==> src/rtl/axi_master_ctrl_pkg.sv <==
// ---------------------------------------------------------------------------
// axi_master_ctrl_pkg
//   Shared widths, AXI encodings and the sequencer state type used by the
//   inf_Master interface and by axi_burst_master_ctrl.
//   Contents:
//     AXI_*_BITS    field widths of the master port
//     BURST_INCR    AxBURST encoding for incrementing bursts
//     RESP_OKAY     xRESP encoding for a normal completion
//     ctrl_state_t  sequencer states (IDLE, AR, R, AW, W, B)
//     sat_inc       saturating increment for the beat counter
// ---------------------------------------------------------------------------
package axi_master_ctrl_pkg;

  localparam int AXI_ADDR_BITS  = 32;
  localparam int AXI_DATA_BITS  = 32;
  localparam int AXI_STRB_BITS  = AXI_DATA_BITS / 8;
  localparam int AXI_LEN_BITS   = 4;
  localparam int AXI_ID_BITS    = 4;
  localparam int AXI_SIZE_BITS  = 3;
  localparam int AXI_BURST_BITS = 2;
  localparam int AXI_RESP_BITS  = 2;

  localparam logic [AXI_BURST_BITS-1:0] BURST_INCR = 2'b01;
  localparam logic [AXI_RESP_BITS-1:0]  RESP_OKAY  = 2'b00;

  typedef enum logic [2:0] {
    ST_IDLE = 3'd0,
    ST_AR   = 3'd1,
    ST_R    = 3'd2,
    ST_AW   = 3'd3,
    ST_W    = 3'd4,
    ST_B    = 3'd5
  } ctrl_state_t;

  localparam logic [AXI_LEN_BITS-1:0] LEN_ONE = 1;

  // Counts up but sticks at all-ones so an over-long read burst cannot wrap
  // back around and accidentally match the requested length again.
  function automatic logic [AXI_LEN_BITS-1:0] sat_inc(input logic [AXI_LEN_BITS-1:0] v);
    return (v == '1) ? v : v + LEN_ONE;
  endfunction

endpackage

==> src/rtl/inf_Master.sv <==
// ---------------------------------------------------------------------------
// inf_Master
//   One AXI4 master port (AW, W, B, AR, R channels).
//   Modports:
//     M2AXIout  everything the master drives (addresses, write data, readies)
//     M2AXIin   everything the slave drives (address readies, read data,
//               write response)
// ---------------------------------------------------------------------------
interface inf_Master;
  import axi_master_ctrl_pkg::*;

  // Write address channel
  logic [AXI_ID_BITS-1:0]    awid;
  logic [AXI_ADDR_BITS-1:0]  awaddr;
  logic [AXI_LEN_BITS-1:0]   awlen;
  logic [AXI_SIZE_BITS-1:0]  awsize;
  logic [AXI_BURST_BITS-1:0] awburst;
  logic                      awvalid;
  logic                      awready;
  // Write data channel
  logic [AXI_DATA_BITS-1:0]  wdata;
  logic [AXI_STRB_BITS-1:0]  wstrb;
  logic                      wlast;
  logic                      wvalid;
  logic                      wready;
  // Write response channel
  logic [AXI_ID_BITS-1:0]    bid;
  logic [AXI_RESP_BITS-1:0]  bresp;
  logic                      bvalid;
  logic                      bready;
  // Read address channel
  logic [AXI_ID_BITS-1:0]    arid;
  logic [AXI_ADDR_BITS-1:0]  araddr;
  logic [AXI_LEN_BITS-1:0]   arlen;
  logic [AXI_SIZE_BITS-1:0]  arsize;
  logic [AXI_BURST_BITS-1:0] arburst;
  logic                      arvalid;
  logic                      arready;
  // Read data channel
  logic [AXI_ID_BITS-1:0]    rid;
  logic [AXI_DATA_BITS-1:0]  rdata;
  logic [AXI_RESP_BITS-1:0]  rresp;
  logic                      rlast;
  logic                      rvalid;
  logic                      rready;

  modport M2AXIout (
    output awid, awaddr, awlen, awsize, awburst, awvalid,
    output wdata, wstrb, wlast, wvalid,
    output bready,
    output arid, araddr, arlen, arsize, arburst, arvalid,
    output rready
  );

  modport M2AXIin (
    input awready, wready,
    input bid, bresp, bvalid,
    input arready,
    input rid, rdata, rresp, rlast, rvalid
  );

endinterface

==> src/rtl/axi_burst_master_ctrl.sv <==
// ---------------------------------------------------------------------------
// axi_burst_master_ctrl
//   Turns a one-shot command (address, length, direction) from a single
//   requester into a complete AXI4 read (AR/R) or write (AW/W/B) burst and
//   streams beat data between the requester and the master port.
//   Ports:
//     ACLK, ARESETn          clock, asynchronous active-low reset
//     req_*                  command handshake (addr, len = beats-1, write)
//     wr_data/strb/valid     write beats from the requester, wr_ready back
//     rd_data/valid/last     read beats to the requester, rd_ready back
//     done, err              one-cycle completion pulse and its error flag
//     m_in / m_out           slave-to-master / master-to-slave AXI signals
//   Beat data passes through combinationally in both directions; every
//   channel output is forced to zero outside the state that owns it.
// ---------------------------------------------------------------------------
module axi_burst_master_ctrl
  import axi_master_ctrl_pkg::*;
#(
  parameter logic [AXI_ID_BITS-1:0]   MASTER_ID  = 4'd0,
  parameter logic [AXI_SIZE_BITS-1:0] BURST_SIZE = 3'b010
) (
  input  logic                     ACLK,
  input  logic                     ARESETn,
  input  logic                     req_valid,
  output logic                     req_ready,
  input  logic                     req_write,
  input  logic [AXI_ADDR_BITS-1:0] req_addr,
  input  logic [AXI_LEN_BITS-1:0]  req_len,
  input  logic [AXI_DATA_BITS-1:0] wr_data,
  input  logic [AXI_STRB_BITS-1:0] wr_strb,
  input  logic                     wr_valid,
  output logic                     wr_ready,
  output logic [AXI_DATA_BITS-1:0] rd_data,
  output logic                     rd_valid,
  output logic                     rd_last,
  input  logic                     rd_ready,
  output logic                     done,
  output logic                     err,
  inf_Master.M2AXIin               m_in,
  inf_Master.M2AXIout              m_out
);

  ctrl_state_t              state_q, state_d;
  logic [AXI_ADDR_BITS-1:0] addr_q, addr_d;
  logic [AXI_LEN_BITS-1:0]  len_q, len_d;
  logic [AXI_LEN_BITS-1:0]  cnt_q, cnt_d;      // beats already transferred
  logic                     err_q, err_d;      // sticky error for this burst
  logic                     done_q, done_d;
  logic                     done_err_q, done_err_d;

  logic in_ar, in_r, in_aw, in_w, in_b;
  logic r_hs, w_hs;
  logic at_last;
  logic r_beat_err;

  assign in_ar = (state_q == ST_AR);
  assign in_r  = (state_q == ST_R);
  assign in_aw = (state_q == ST_AW);
  assign in_w  = (state_q == ST_W);
  assign in_b  = (state_q == ST_B);

  assign r_hs    = in_r && m_in.rvalid && rd_ready;
  assign w_hs    = in_w && wr_valid && m_in.wready;
  assign at_last = (cnt_q == len_q);

  // A read beat is in error on a bad response, when rlast arrives early or
  // late, or when the expected last beat arrives without rlast (the burst is
  // still drained until the slave finally raises rlast).
  assign r_beat_err = (m_in.rresp != RESP_OKAY) || (m_in.rlast ? !at_last : at_last);

  always_comb begin
    state_d    = state_q;
    addr_d     = addr_q;
    len_d      = len_q;
    cnt_d      = cnt_q;
    err_d      = err_q;
    done_d     = 1'b0;
    done_err_d = 1'b0;

    unique case (state_q)
      ST_IDLE: begin
        if (req_valid) begin
          addr_d  = req_addr;
          len_d   = req_len;
          cnt_d   = '0;
          err_d   = 1'b0;
          state_d = req_write ? ST_AW : ST_AR;
        end
      end

      ST_AR: begin
        if (m_in.arready) state_d = ST_R;
      end

      ST_R: begin
        if (r_hs) begin
          cnt_d = sat_inc(cnt_q);
          err_d = err_q | r_beat_err;
          if (m_in.rlast) begin
            done_d     = 1'b1;
            done_err_d = err_q | r_beat_err;
            state_d    = ST_IDLE;
          end
        end
      end

      ST_AW: begin
        if (m_in.awready) state_d = ST_W;
      end

      ST_W: begin
        if (w_hs) begin
          cnt_d = sat_inc(cnt_q);
          if (at_last) state_d = ST_B;
        end
      end

      ST_B: begin
        if (m_in.bvalid) begin
          done_d     = 1'b1;
          done_err_d = err_q | (m_in.bresp != RESP_OKAY);
          state_d    = ST_IDLE;
        end
      end

      default: state_d = ST_IDLE;
    endcase
  end

  always_ff @(posedge ACLK or negedge ARESETn) begin
    if (!ARESETn) begin
      state_q    <= ST_IDLE;
      addr_q     <= '0;
      len_q      <= '0;
      cnt_q      <= '0;
      err_q      <= 1'b0;
      done_q     <= 1'b0;
      done_err_q <= 1'b0;
    end else begin
      state_q    <= state_d;
      addr_q     <= addr_d;
      len_q      <= len_d;
      cnt_q      <= cnt_d;
      err_q      <= err_d;
      done_q     <= done_d;
      done_err_q <= done_err_d;
    end
  end

  // Requester side
  assign req_ready = (state_q == ST_IDLE);
  assign wr_ready  = in_w & m_in.wready;
  assign rd_valid  = in_r & m_in.rvalid;
  assign rd_last   = in_r & m_in.rlast;
  assign rd_data   = in_r ? m_in.rdata : '0;
  assign done      = done_q;
  assign err       = done_err_q;

  // Read address channel
  assign m_out.arvalid = in_ar;
  assign m_out.araddr  = in_ar ? addr_q     : '0;
  assign m_out.arlen   = in_ar ? len_q      : '0;
  assign m_out.arsize  = in_ar ? BURST_SIZE : '0;
  assign m_out.arburst = in_ar ? BURST_INCR : '0;
  assign m_out.arid    = in_ar ? MASTER_ID  : '0;

  // Read data channel
  assign m_out.rready  = in_r & rd_ready;

  // Write address channel
  assign m_out.awvalid = in_aw;
  assign m_out.awaddr  = in_aw ? addr_q     : '0;
  assign m_out.awlen   = in_aw ? len_q      : '0;
  assign m_out.awsize  = in_aw ? BURST_SIZE : '0;
  assign m_out.awburst = in_aw ? BURST_INCR : '0;
  assign m_out.awid    = in_aw ? MASTER_ID  : '0;

  // Write data channel
  assign m_out.wvalid  = in_w & wr_valid;
  assign m_out.wdata   = in_w ? wr_data : '0;
  assign m_out.wstrb   = in_w ? wr_strb : '0;
  assign m_out.wlast   = in_w & at_last;

  // Write response channel
  assign m_out.bready  = in_b;

  // This block is the only user of the port, so response IDs carry no
  // information and are deliberately dropped.
  logic unused_ids;
  assign unused_ids = ^{m_in.bid, m_in.rid};

endmodule

==> src/flat_wrapper.sv <==
// flat-port wrapper written by rule: the top's interface ports become plain ports
module axi_burst_master_ctrl_flat import axi_master_ctrl_pkg::*;
#(
  parameter logic [AXI_ID_BITS-1:0]   MASTER_ID  = 4'd0,
  parameter logic [AXI_SIZE_BITS-1:0] BURST_SIZE = 3'b010
)
  (ACLK, ARESETn, req_valid, req_ready, req_write, req_addr, req_len, wr_data, wr_strb, wr_valid, wr_ready, rd_data, rd_valid, rd_last, rd_ready, done, err, m_in_awready, m_in_wready, m_in_bid, m_in_bresp, m_in_bvalid, m_in_arready, m_in_rid, m_in_rdata, m_in_rresp, m_in_rlast, m_in_rvalid, m_out_awid, m_out_awaddr, m_out_awlen, m_out_awsize, m_out_awburst, m_out_awvalid, m_out_wdata, m_out_wstrb, m_out_wlast, m_out_wvalid, m_out_bready, m_out_arid, m_out_araddr, m_out_arlen, m_out_arsize, m_out_arburst, m_out_arvalid, m_out_rready);
  inf_Master m_in_i ();
  inf_Master m_out_i ();
  input  logic ACLK;
  input  logic ARESETn;
  input  logic req_valid;
  output logic req_ready;
  input  logic req_write;
  input  logic [AXI_ADDR_BITS-1:0] req_addr;
  input  logic [AXI_LEN_BITS-1:0] req_len;
  input  logic [AXI_DATA_BITS-1:0] wr_data;
  input  logic [AXI_STRB_BITS-1:0] wr_strb;
  input  logic wr_valid;
  output logic wr_ready;
  output logic [AXI_DATA_BITS-1:0] rd_data;
  output logic rd_valid;
  output logic rd_last;
  input  logic rd_ready;
  output logic done;
  output logic err;
  input wire logic [$bits(m_in_i.awready)-1:0] m_in_awready;
  input wire logic [$bits(m_in_i.wready)-1:0] m_in_wready;
  input wire logic [$bits(m_in_i.bid)-1:0] m_in_bid;
  input wire logic [$bits(m_in_i.bresp)-1:0] m_in_bresp;
  input wire logic [$bits(m_in_i.bvalid)-1:0] m_in_bvalid;
  input wire logic [$bits(m_in_i.arready)-1:0] m_in_arready;
  input wire logic [$bits(m_in_i.rid)-1:0] m_in_rid;
  input wire logic [$bits(m_in_i.rdata)-1:0] m_in_rdata;
  input wire logic [$bits(m_in_i.rresp)-1:0] m_in_rresp;
  input wire logic [$bits(m_in_i.rlast)-1:0] m_in_rlast;
  input wire logic [$bits(m_in_i.rvalid)-1:0] m_in_rvalid;
  output wire logic [$bits(m_out_i.awid)-1:0] m_out_awid;
  output wire logic [$bits(m_out_i.awaddr)-1:0] m_out_awaddr;
  output wire logic [$bits(m_out_i.awlen)-1:0] m_out_awlen;
  output wire logic [$bits(m_out_i.awsize)-1:0] m_out_awsize;
  output wire logic [$bits(m_out_i.awburst)-1:0] m_out_awburst;
  output wire logic [$bits(m_out_i.awvalid)-1:0] m_out_awvalid;
  output wire logic [$bits(m_out_i.wdata)-1:0] m_out_wdata;
  output wire logic [$bits(m_out_i.wstrb)-1:0] m_out_wstrb;
  output wire logic [$bits(m_out_i.wlast)-1:0] m_out_wlast;
  output wire logic [$bits(m_out_i.wvalid)-1:0] m_out_wvalid;
  output wire logic [$bits(m_out_i.bready)-1:0] m_out_bready;
  output wire logic [$bits(m_out_i.arid)-1:0] m_out_arid;
  output wire logic [$bits(m_out_i.araddr)-1:0] m_out_araddr;
  output wire logic [$bits(m_out_i.arlen)-1:0] m_out_arlen;
  output wire logic [$bits(m_out_i.arsize)-1:0] m_out_arsize;
  output wire logic [$bits(m_out_i.arburst)-1:0] m_out_arburst;
  output wire logic [$bits(m_out_i.arvalid)-1:0] m_out_arvalid;
  output wire logic [$bits(m_out_i.rready)-1:0] m_out_rready;
  assign m_in_i.awready = m_in_awready;
  assign m_in_i.wready = m_in_wready;
  assign m_in_i.bid = m_in_bid;
  assign m_in_i.bresp = m_in_bresp;
  assign m_in_i.bvalid = m_in_bvalid;
  assign m_in_i.arready = m_in_arready;
  assign m_in_i.rid = m_in_rid;
  assign m_in_i.rdata = m_in_rdata;
  assign m_in_i.rresp = m_in_rresp;
  assign m_in_i.rlast = m_in_rlast;
  assign m_in_i.rvalid = m_in_rvalid;
  assign m_out_awid = m_out_i.awid;
  assign m_out_awaddr = m_out_i.awaddr;
  assign m_out_awlen = m_out_i.awlen;
  assign m_out_awsize = m_out_i.awsize;
  assign m_out_awburst = m_out_i.awburst;
  assign m_out_awvalid = m_out_i.awvalid;
  assign m_out_wdata = m_out_i.wdata;
  assign m_out_wstrb = m_out_i.wstrb;
  assign m_out_wlast = m_out_i.wlast;
  assign m_out_wvalid = m_out_i.wvalid;
  assign m_out_bready = m_out_i.bready;
  assign m_out_arid = m_out_i.arid;
  assign m_out_araddr = m_out_i.araddr;
  assign m_out_arlen = m_out_i.arlen;
  assign m_out_arsize = m_out_i.arsize;
  assign m_out_arburst = m_out_i.arburst;
  assign m_out_arvalid = m_out_i.arvalid;
  assign m_out_rready = m_out_i.rready;
  axi_burst_master_ctrl #(.MASTER_ID(MASTER_ID), .BURST_SIZE(BURST_SIZE)) u_core (.ACLK(ACLK), .ARESETn(ARESETn), .req_valid(req_valid), .req_ready(req_ready), .req_write(req_write), .req_addr(req_addr), .req_len(req_len), .wr_data(wr_data), .wr_strb(wr_strb), .wr_valid(wr_valid), .wr_ready(wr_ready), .rd_data(rd_data), .rd_valid(rd_valid), .rd_last(rd_last), .rd_ready(rd_ready), .done(done), .err(err), .m_in(m_in_i), .m_out(m_out_i));
endmodule
==> config.mk <==
export PLATFORM = sky130hd
export DESIGN_NAME = axi_burst_master_ctrl_flat
export DESIGN_NICKNAME = d
export VERILOG_FILES = /design/src/rtl/axi_master_ctrl_pkg.sv /design/src/rtl/inf_Master.sv /design/src/rtl/axi_burst_master_ctrl.sv /design/src/flat_wrapper.sv
export SDC_FILE = /design/constraint.sdc
export NUM_CORES = 1
export LEC_CHECK = 0
export ABC_AREA = 1
export BUFFER_PORTS_ARGS = -buffer_cell sky130_fd_sc_hd__buf_2
export CAP_MARGIN = 20
export CORE_AREA = 2 2 116 118
export DETAILED_ROUTE_END_ITERATION = 7
export DIE_AREA = 0 0 118 120
export GPL_ROUTABILITY_DRIVEN = 0
export SLEW_MARGIN = 20
export SYNTH_ARGS = -nofsm -noshare
export SYNTH_HDL_FRONTEND = slang
export SYNTH_SLANG_ARGS = --single-unit
export TNS_END_PERCENT = 5
==> constraint.sdc <==
create_clock -name ACLK -period 1.5 [get_ports ACLK]
set_clock_uncertainty 0.15 [all_clocks]
set_input_delay 0.15 -clock ACLK [delete_from_list [all_inputs] [get_ports ACLK]]
set_output_delay 0.15 -clock ACLK [all_outputs]
set_load 0.005 [all_outputs]
-- Yosys cells after proc, flatten, opt, wreduce, memory -nomap -nowiden
Cells that the tools add are included.
- word-level logic and storage cells: 84
- output and inout port bits: 170
- bits of input ports: 128
- register bits after elaboration: 46
- add/sub/neg operators: 1
- equality and inequality tests: 15
- bitwise gates (word level): 8
- reductions and logical operators: 15
- multiplexer cells: 38
- operators by type and width (cell ; count):
    $mux W32 ; 4
    $mux W4 ; 7
    $mux W3 ; 8
    $pmux W3 S6 ; 1
    $ne A2 B2 Y1 const B ; 8
    $pmux W4 S3 ; 1
    $mux W1 ; 11
    $reduce_and A8 Y1 ; 1
    $and A1 B1 Y1 ; 6
    $eq A3 B2 Y1 const B ; 2
    $eq A3 B3 Y1 const B ; 2
    $mux W2 ; 3
    $pmux W1 S2 ; 3
    $reduce_bool A2 Y1 ; 3
    $add A4 B1 Y4 const B ; 1
    $eq A4 B4 Y1 ; 1
    $eq A4 B4 Y1 const B ; 1
    $logic_and A1 B1 Y1 ; 4
    $reduce_and A4 Y1 ; 1
    $eq A3 B1 Y1 const B ; 1
    $logic_not A3 Y1 ; 1
    $reduce_and A3 Y1 ; 1
    $reduce_bool A3 Y1 ; 1
    $or A1 B1 Y1 ; 2
    other kinds (3) ; 3

-- Depth between registers and ports, before layout
Gate-level depths: netlist of the first run.
- word-level depth: 8
- mapped depth: 9
- depth with buffers taken out: 9

-- Least setup slack after synthesis of the first run
Ideal clock, no wire load.
- path type: reg2reg
- start point: register u_core.state_q[0]
- end point: register u_core.cnt_q[2]
- clock period less this slack: 1.467 ns
- stages on the path, launching flop included: 10
- data required time: 1.233 ns
- setup slack: 0.033 ns
- setup time: 0.117 ns
- buffers on the path: 1
- arrival: 1.200 ns
- cells stage by stage: dfrtp_1 > inv_2 > nand3_2 > buf_6 > nand2_1 > nand2_1 > a21oi_4 > nand2_2 > nand2_1 > nand2_1
- word-level cells in the longest chain between the ends: 5
- elaborated cells between the ends (all ways): 13
- those cells by class: eq/ne: 5; mux: 1; reduce/logical: 7
- ends and longest elaborated chain (what ; RTL line ; RTL):
    from (decl) ; axi_burst_master_ctrl.sv:43 ; ctrl_state_t state_q, state_d;
    from (signal assigned) ; axi_burst_master_ctrl.sv:140 ; state_q <= state_d;
    $eq A3 B3 Y1 / $eq A3 B2 Y1 (equally long branches) ; axi_burst_master_ctrl.sv:59, axi_burst_master_ctrl.sv:80, axi_burst_master_ctrl.sv:57 ;
    $logic_and A1 B1 Y1, on equally long branches (2 in a row) ; axi_burst_master_ctrl.sv:63, axi_burst_master_ctrl.sv:62 ;
    $ne A2 B2 Y1 (no line) ; - ;
    $reduce_and A4 Y1 (no line) ; - ;
    to (signal assigned) ; axi_burst_master_ctrl.sv:143 ; cnt_q <= cnt_d;
    to (decl) ; axi_burst_master_ctrl.sv:46 ; logic [AXI_LEN_BITS-1:0] cnt_q, cnt_d;
Parallel ways exist; a longest one is shown, timed or not.
A chain may end at the register's enable or synchronous reset.

-- Worst setup path after layout of the first run
- start point: register u_core.state_q[2]
- end point: output m_out_araddr[2]
- word-level cells in the longest chain between the ends: 2
- ends and longest elaborated chain (what ; RTL line ; RTL):
    $eq A3 B1 Y1 ; axi_burst_master_ctrl.sv:56 ; assign in_ar = (state_q == ST_AR);
    $mux W32 ; axi_burst_master_ctrl.sv:161 ; assign m_out.araddr = in_ar ? addr_q : '0;
    to (decl) ; flat_wrapper.sv:50 ; output wire logic [$bits(m_out_i.araddr)-1:0] m_out_araddr;
Every way passes these cells.

==> results.cfg, run 1 <==
[sta]
hold_violations = 0
period_share_pct = 120
report.final.setup_viol = 198
rsz0062_at_grt = yes
final_max_slew_viol_count = 0
fmax_mhz = 555
period_needed_ns = 1.80
setup_ws_ns = -0.301

[layout]
final_nets = 1008
finalNonFillerCells = 1059
drive_gt1_share_pct = 48.0
syn_to_final_growth_pct = 89.1
finish.instance_area_mm2 = 0.00606

[yosys]
yosys_warnings = 0
yosysTopAreaCell = dfrtp_1
synth-seq-cells = 46
synth.most_common_cell = nor2_1
synth_cell_types = 25
synth_area_leaders = dfrtp_1 (36%), nor2_1 (22%), inv_1 (14%)
synth-edff-count = 0
yosys-top-cells-count = nor2_1 (191), inv_1 (118), nand2_1 (54), dfrtp_1 (46), a21oi_1 (36)
netlist_area_mm2 = 0.00321
synth_top_area_share_pct = 35.9
synthCells = 523
ys_async_sr_fraction_pct = 100
ys_seq_area_share_pct = 35.9
ys.flop_type = dfrtp_1
synth.avg_cell_area_um2 = 6.13

[global_route]
grt_max_degree = 28
grt_pass1_wl_mm = 20.2
grt_usage_pct = 18.3
overflow = 0
first_global_vias = 3921
antenna_found_initial = 8

[hold_path]
hold_path.class = primary input to register

[setup_path]
path_delay_family = flip-flops
critPathCaptureType = primary output
cp_num_buf_inv = 2
path_cells = nor2_1 > nand2_2 > buf_12 > nor2_1 > buf_2
cp-start-kind = register
worstPathMaxFanout = 27
worstPathArrival_ns = 1.50
slowest_delay_ns = 0.46
path_common_cell = nor2_1
slowest_stage = dfrtp_2
crit_required_ns = 1.20
crit_type = register to primary output

[route]
detail_route.iter0.violations = 129
dr.max_layer_used = met4
drt_wl_total_mm = 13.6
ant_nets = 0
dr_total_vias = 4308
m1WireLength_mm = 4.76
wl_per_cell_um = 12.8
dr.pass1.iters = 6
route.met2.wl_mm = 7.44
drc = 0
wl_met3_um = 980
drt-vias-per-instance = 4.07

[clock_network]
htree_levels = 2
numCtsBuffers = 5
clock_latency_ns = 0.28
path_clk_slew_ns = 0.06
clockBufferDepth = 2
cts-root-buf = clkbuf_16
cts_tree = done
clkSinkCount = 46

[pwr]
leakage_uw = 0.00393
peakVddDrop_mv = 0.772
p_total_uw = 9030
power_per_cell_area_mw_per_mm2 = 1490

[floorplanning]
rows = 42
die_area_mm2 = 0.0142
core_mm2 = 0.0130
io_pins = 298
die_w_um = 118
start_util_pct = 24.7
die_y_um = 120

[status]
status = complete, but fails checks
violations = negative setup slack

[place]
dpl.cell_count = 992
io_buffer_count = 275
place_ws_ns = -0.156
hpwl_mm = 10.8
placedInstanceArea_mm2 = 0.00504

[job]
cap_viol_max_count = 0
[worst reg2reg max path: cells and delay by family, from the launching register on]
kind	cells	cell delay [ns]
buffers and inverters	3	0.31
and+or+nand+nor	7	0.53
DFF	1	0.43
AOI/OAI and AO/OA	1	0.18
[registers in the layout, summed over array words and instances (netlist names)]
| signal | cells |
|---|---|
| u_core.addr_q | 32 |
| u_core.cnt_q | 4 |
| u_core.len_q | 4 |
| u_core.state_q | 3 |
| u_core.done | 1 |
| u_core.err | 1 |
| u_core.err_q | 1 |
[path summary, 6_finish.rpt]
path	start	endpoint	slack [ns]	cells after the start
worst max-delay path	u_core.state_q[2]	m_out_araddr[2]	-0.30	5
worst min-delay path	m_in_bresp[1]	u_core.err	0.02	3
worst max register to register	u_core.state_q[1]	u_core.cnt_q[1]	-0.22	11
worst min register to register	u_core.err_q	u_core.err_q	0.37	2
max in group asynchronous	ARESETn	u_core.len_q[3]	0.53	3
min in group asynchronous	ARESETn	u_core.addr_q[13]	0.19	2
[final cells by class]
cell class | instances | area, µm²
fill | 1337 | 6920
timing repair buffer | 376 | 2420
multi-input combinational | 326 | 1590
sequential | 46 | 1150
inverter | 124 | 478
tap | 176 | 220
clock buffer | 5 | 125
clock inverter | 3 | 68.8
antenna | 3 | 7.51
[power breakdown]
group / leakage [µW] / switching, µW / internal (µW)
logic: 0.00332 / 3010 / 2610
registers: 0.000520 / 215 / 1770
clock network: 0.0000940 / 479 / 957
[through the flow]
step | TNS, ns | hold slack, ns | utilization (%)
2_1_floorplan | 0 | -0.296 | -
3_3_place_gp | -5.53 | -0.0463 | 38.8
3_5_place_dp | -7.55 | -0.0426 | 38.8
4_1_cts | -39.94 | 0.0158 | 45.7
5_1_grt | -61.23 | 0.0123 | 46.7
6_report | -43.35 | 0.0156 | 46.7
[logic make-up (layout without fill, tap and decap cells)]
kind of cell	count (synthesis)	after routing	share of synthesized area, %
simple gates	269	269	33.9
buf+inv	164	508	22.3
flops	46	46	35.9
compound gates	40	40	6.83
xor+xnor	2	2	0.547
fa+ha+maj	1	1	0.390
other cells	1	17	0.117
[cells in the final DEF (no fill, tap or decap), types with 4 or more instances in the layout]
cell type / Yosys / routed
clkbuf_16: 0 / 5
buf_6: 1 / 12
a21oi_1: 36 / 36
nor2_1: 191 / 141
nand4_1: 4 / 4
conb_1: 1 / 14
nand2_1: 54 / 49
dlygate4sd3_1: 0 / 39
buf_12: 0 / 8
nand2_2: 1 / 5
dfrtp_1: 46 / 44
nor2_2: 3 / 47
inv_2: 6 / 4
inv_1: 118 / 117
buf_2: 20 / 273
buf_4: 18 / 42
nand3_1: 7 / 6
nor2_4: 0 / 6
[timing repair]
item	CTS	global route
pin swaps	6	5
cloned	2	0
setup endpoints to repair	198	199
gates resized for setup	58	32
hold buffers	39	0
endpoints found under the hold margin	76	0
setup buffers	11	4
[routing by layer]
| metal | vias to the layer above | global-route usage (%) |
|---|---|---|
| met2 | 202 | 36.9 |
| met5 | - | 0 |
| met4 | 0 | 6.10 |
| met1 | 1897 | 18.4 |
| li1 | 2185 | - |
| met3 | 24 | 3.99 |
Note: power is estimated with default switching activity, not from simulation.
==> run 2, diff against run 1 <==
--- a/config.mk
+++ b/config.mk
@@ -11,7 +11,8 @@
 export CORE_AREA = 2 2 116 118
 export DETAILED_ROUTE_END_ITERATION = 7
 export DIE_AREA = 0 0 118 120
-export GPL_ROUTABILITY_DRIVEN = 0
+export GPL_ROUTABILITY_DRIVEN = 1
+export REMOVE_ABC_BUFFERS = 1
 export SLEW_MARGIN = 20
 export SYNTH_ARGS = -nofsm -noshare
 export SYNTH_HDL_FRONTEND = slang
==> run 2 against run 1 <==
  * Largest power group unchanged
  * Worst setup slack improved by 0.024 ns
  * The run still ends with negative setup slack left
  * Register-to-register slack gained 0.02 ns
  * Sequential power about the same
==> results.cfg, run 2 (synthesis results as in run 1) <==
[global_route]
grt_pass1_wl_mm = 18.8
grt_max_degree = 43
first_global_vias = 3857
overflow = 0
antenna_found_initial = 1
grt_usage_pct = 16.4

[setup_path]
path_cells = nor2_2 > nand2_4 > buf_12 > nor2_1 > buf_2
reg2reg_depth = 9
slowest_delay_ns = 0.46
crit_required_ns = 1.20
timing.rr.start = u_core.state_q[0]
worstPathMaxFanout = 13
crit_type = register to primary output
critPathCaptureType = primary output
crit_start = u_core.state_q[2]
worstPathArrival_ns = 1.48
slowest_stage = dfrtp_2
cp-start-kind = register

[layout]
syn_to_final_growth_pct = 83.3
regMostFlops = u_core.addr_q
multi_input_area_mm2 = 0.00157
final_nets = 990
largest_reg_flops = 32
diodes = 0
drive_gt1_share_pct = 46.6
fillers = 1343
finish.instance_area_mm2 = 0.00588
largestRegisters = u_core.addr_q (32), u_core.cnt_q (4), u_core.len_q (4)
layout.area.seq_mm2 = 0.00116
final_common_cell = buf_2
final_cell_mix = buf_2 (275), nor2_1 (147), inv_1 (117), nand2_1 (47), dfrtp_1 (42)

[sta]
fmax_mhz = 563
final_max_slew_viol_count = 0
period_share_pct = 118
hold_violations = 0
period_needed_ns = 1.78
rsz0062_at_grt = yes
fin_tns_setup_ns = -38.75
setup_ws_ns = -0.277
report.final.setup_viol = 197

[clock_network]
cts_tree = done
cts-root-buf = clkbuf_16
clockBufferDepth = 2
clock_latency_ns = 0.28
path_clk_slew_ns = 0.07
clkSinkCount = 46
numCtsBuffers = 5
htree_levels = 2

[route]
wl_per_cell_um = 11.7
drt-vias-per-instance = 4.01
detail_route.iter0.violations = 113
dr_total_vias = 4163
dr.pass1.iters = 4
drt_wl_total_mm = 12.2
ant_nets = 0
drc = 0

[place]
gp_congestion = 0.796
hpwl_mm = 9.04
placedInstanceArea_mm2 = 0.00490
io_buffer_count = 275

[job]
cap_viol_max_count = 0

[pwr]
power.switching_uw = 3700
power_per_cell_area_mw_per_mm2 = 1510
peakVddDrop_mv = 0.663
leakage_uw = 0.00385
clkPwrFrac_pct = 16.4
combPwrFrac_pct = 61.3
seqPwrFrac_pct = 22.3
internal-power_uw = 5170
switching_share_pct = 41.8

[status]
violations = negative setup slack
status = complete, but fails checks

[floorplanning]
die_w_um = 118
die_area_mm2 = 0.0142
io_pins = 298
core_mm2 = 0.0130
die_y_um = 120
start_util_pct = 24.7
rows = 42

[hold_path]
worstHoldPathCells = 3
min_from = m_in_bresp[0]
hold_path.class = primary input to register
==> run 2: cell types whose count changed in the layout (fill, tap and decap cells not counted), sizes merged <==
| cell | previous run | this run |
|---|---|---|
| buf | 337 | 319 |
| clkbuf | 5 | 6 |
| clkinv | 1 | 2 |
| diode | 3 | 0 |
| dlygate4sd3 | 39 | 38 |
| inv | 124 | 123 |
==> run 2: critical path: cells and delay by family (launching register included) <==
kind                   cells  cell delay (ns)
buffers and inverters      2             0.31
DFF                        1             0.46
and+or+nand+nor            3             0.41
==> run 2: what timing repair did <==
item,4_1_cts,5_1_grt
hold buffers,38,0
cloned,2,1
setup endpoints to repair,197,200
pin swaps,5,2
gates resized for setup,48,36
buffers inserted,10,1
endpoints found under the hold margin,83,0
==> run 2: worst paths after layout <==
| path | endpoint | slack (ns) |
|---|---|---|
| worst max-delay path | m_out_araddr[17] | -0.28 |
| worst max register to register | u_core.cnt_q[1] | -0.20 |
| worst min register to register | u_core.err_q | 0.37 |
| worst min-delay path | u_core.err | 0.03 |
| max in group asynchronous | u_core.state_q[1] | 0.67 |
| min in group asynchronous | u_core.addr_q[10] | 0.25 |
==> run 2: layer usage <==
metal / routed length (µm) / up-vias / GRT usage [%]
met5: 0 / - / 0
met4: 121 / 0 / 3.31
met3: 800 / 10 / 3.75
met2: 6520 / 172 / 32.7
met1: 4750 / 1846 / 17.4
li1: - / 2135 / -
==> run 2: cell type report <==
cell class | instances | share of cell area [%]
clock buffer | 5 | 2.13
clock inverter | 3 | 1.17
inverter | 124 | 8.05
multi-input combinational | 326 | 26.7
sequential | 46 | 19.7
tap | 176 | 3.75
timing repair buffer | 358 | 38.5
==> run 2: per-stage QoR <==
stage | util [%] | hold slack (ns) | setup WS [ns] | instances | power [µW]
global placement | 37.7 | 0.0105 | -0.0709 | 978 | 6480
global route | 45.3 | 0.0742 | -0.382 | 1038 | 9610
CTS | 44.3 | 0.00288 | -0.278 | 1036 | 8700
finish | 45.3 | 0.0303 | -0.277 | 1038 | 8870
floorplan | - | -0.296 | -0.462 | 496 | 4290
detailed placement | 37.7 | 0.0193 | -0.101 | 978 | 6510
==> run 2: power groups by stage <==
stage	registers, µW	clock network, µW	logic [µW]
2_1_floorplan	1950	0	2340
3_3_place_gp	1980	0	4500
3_5_place_dp	2000	0	4520
4_1_cts	1970	1490	5230
5_1_grt	2030	1540	6040
6_report	1980	1460	5440
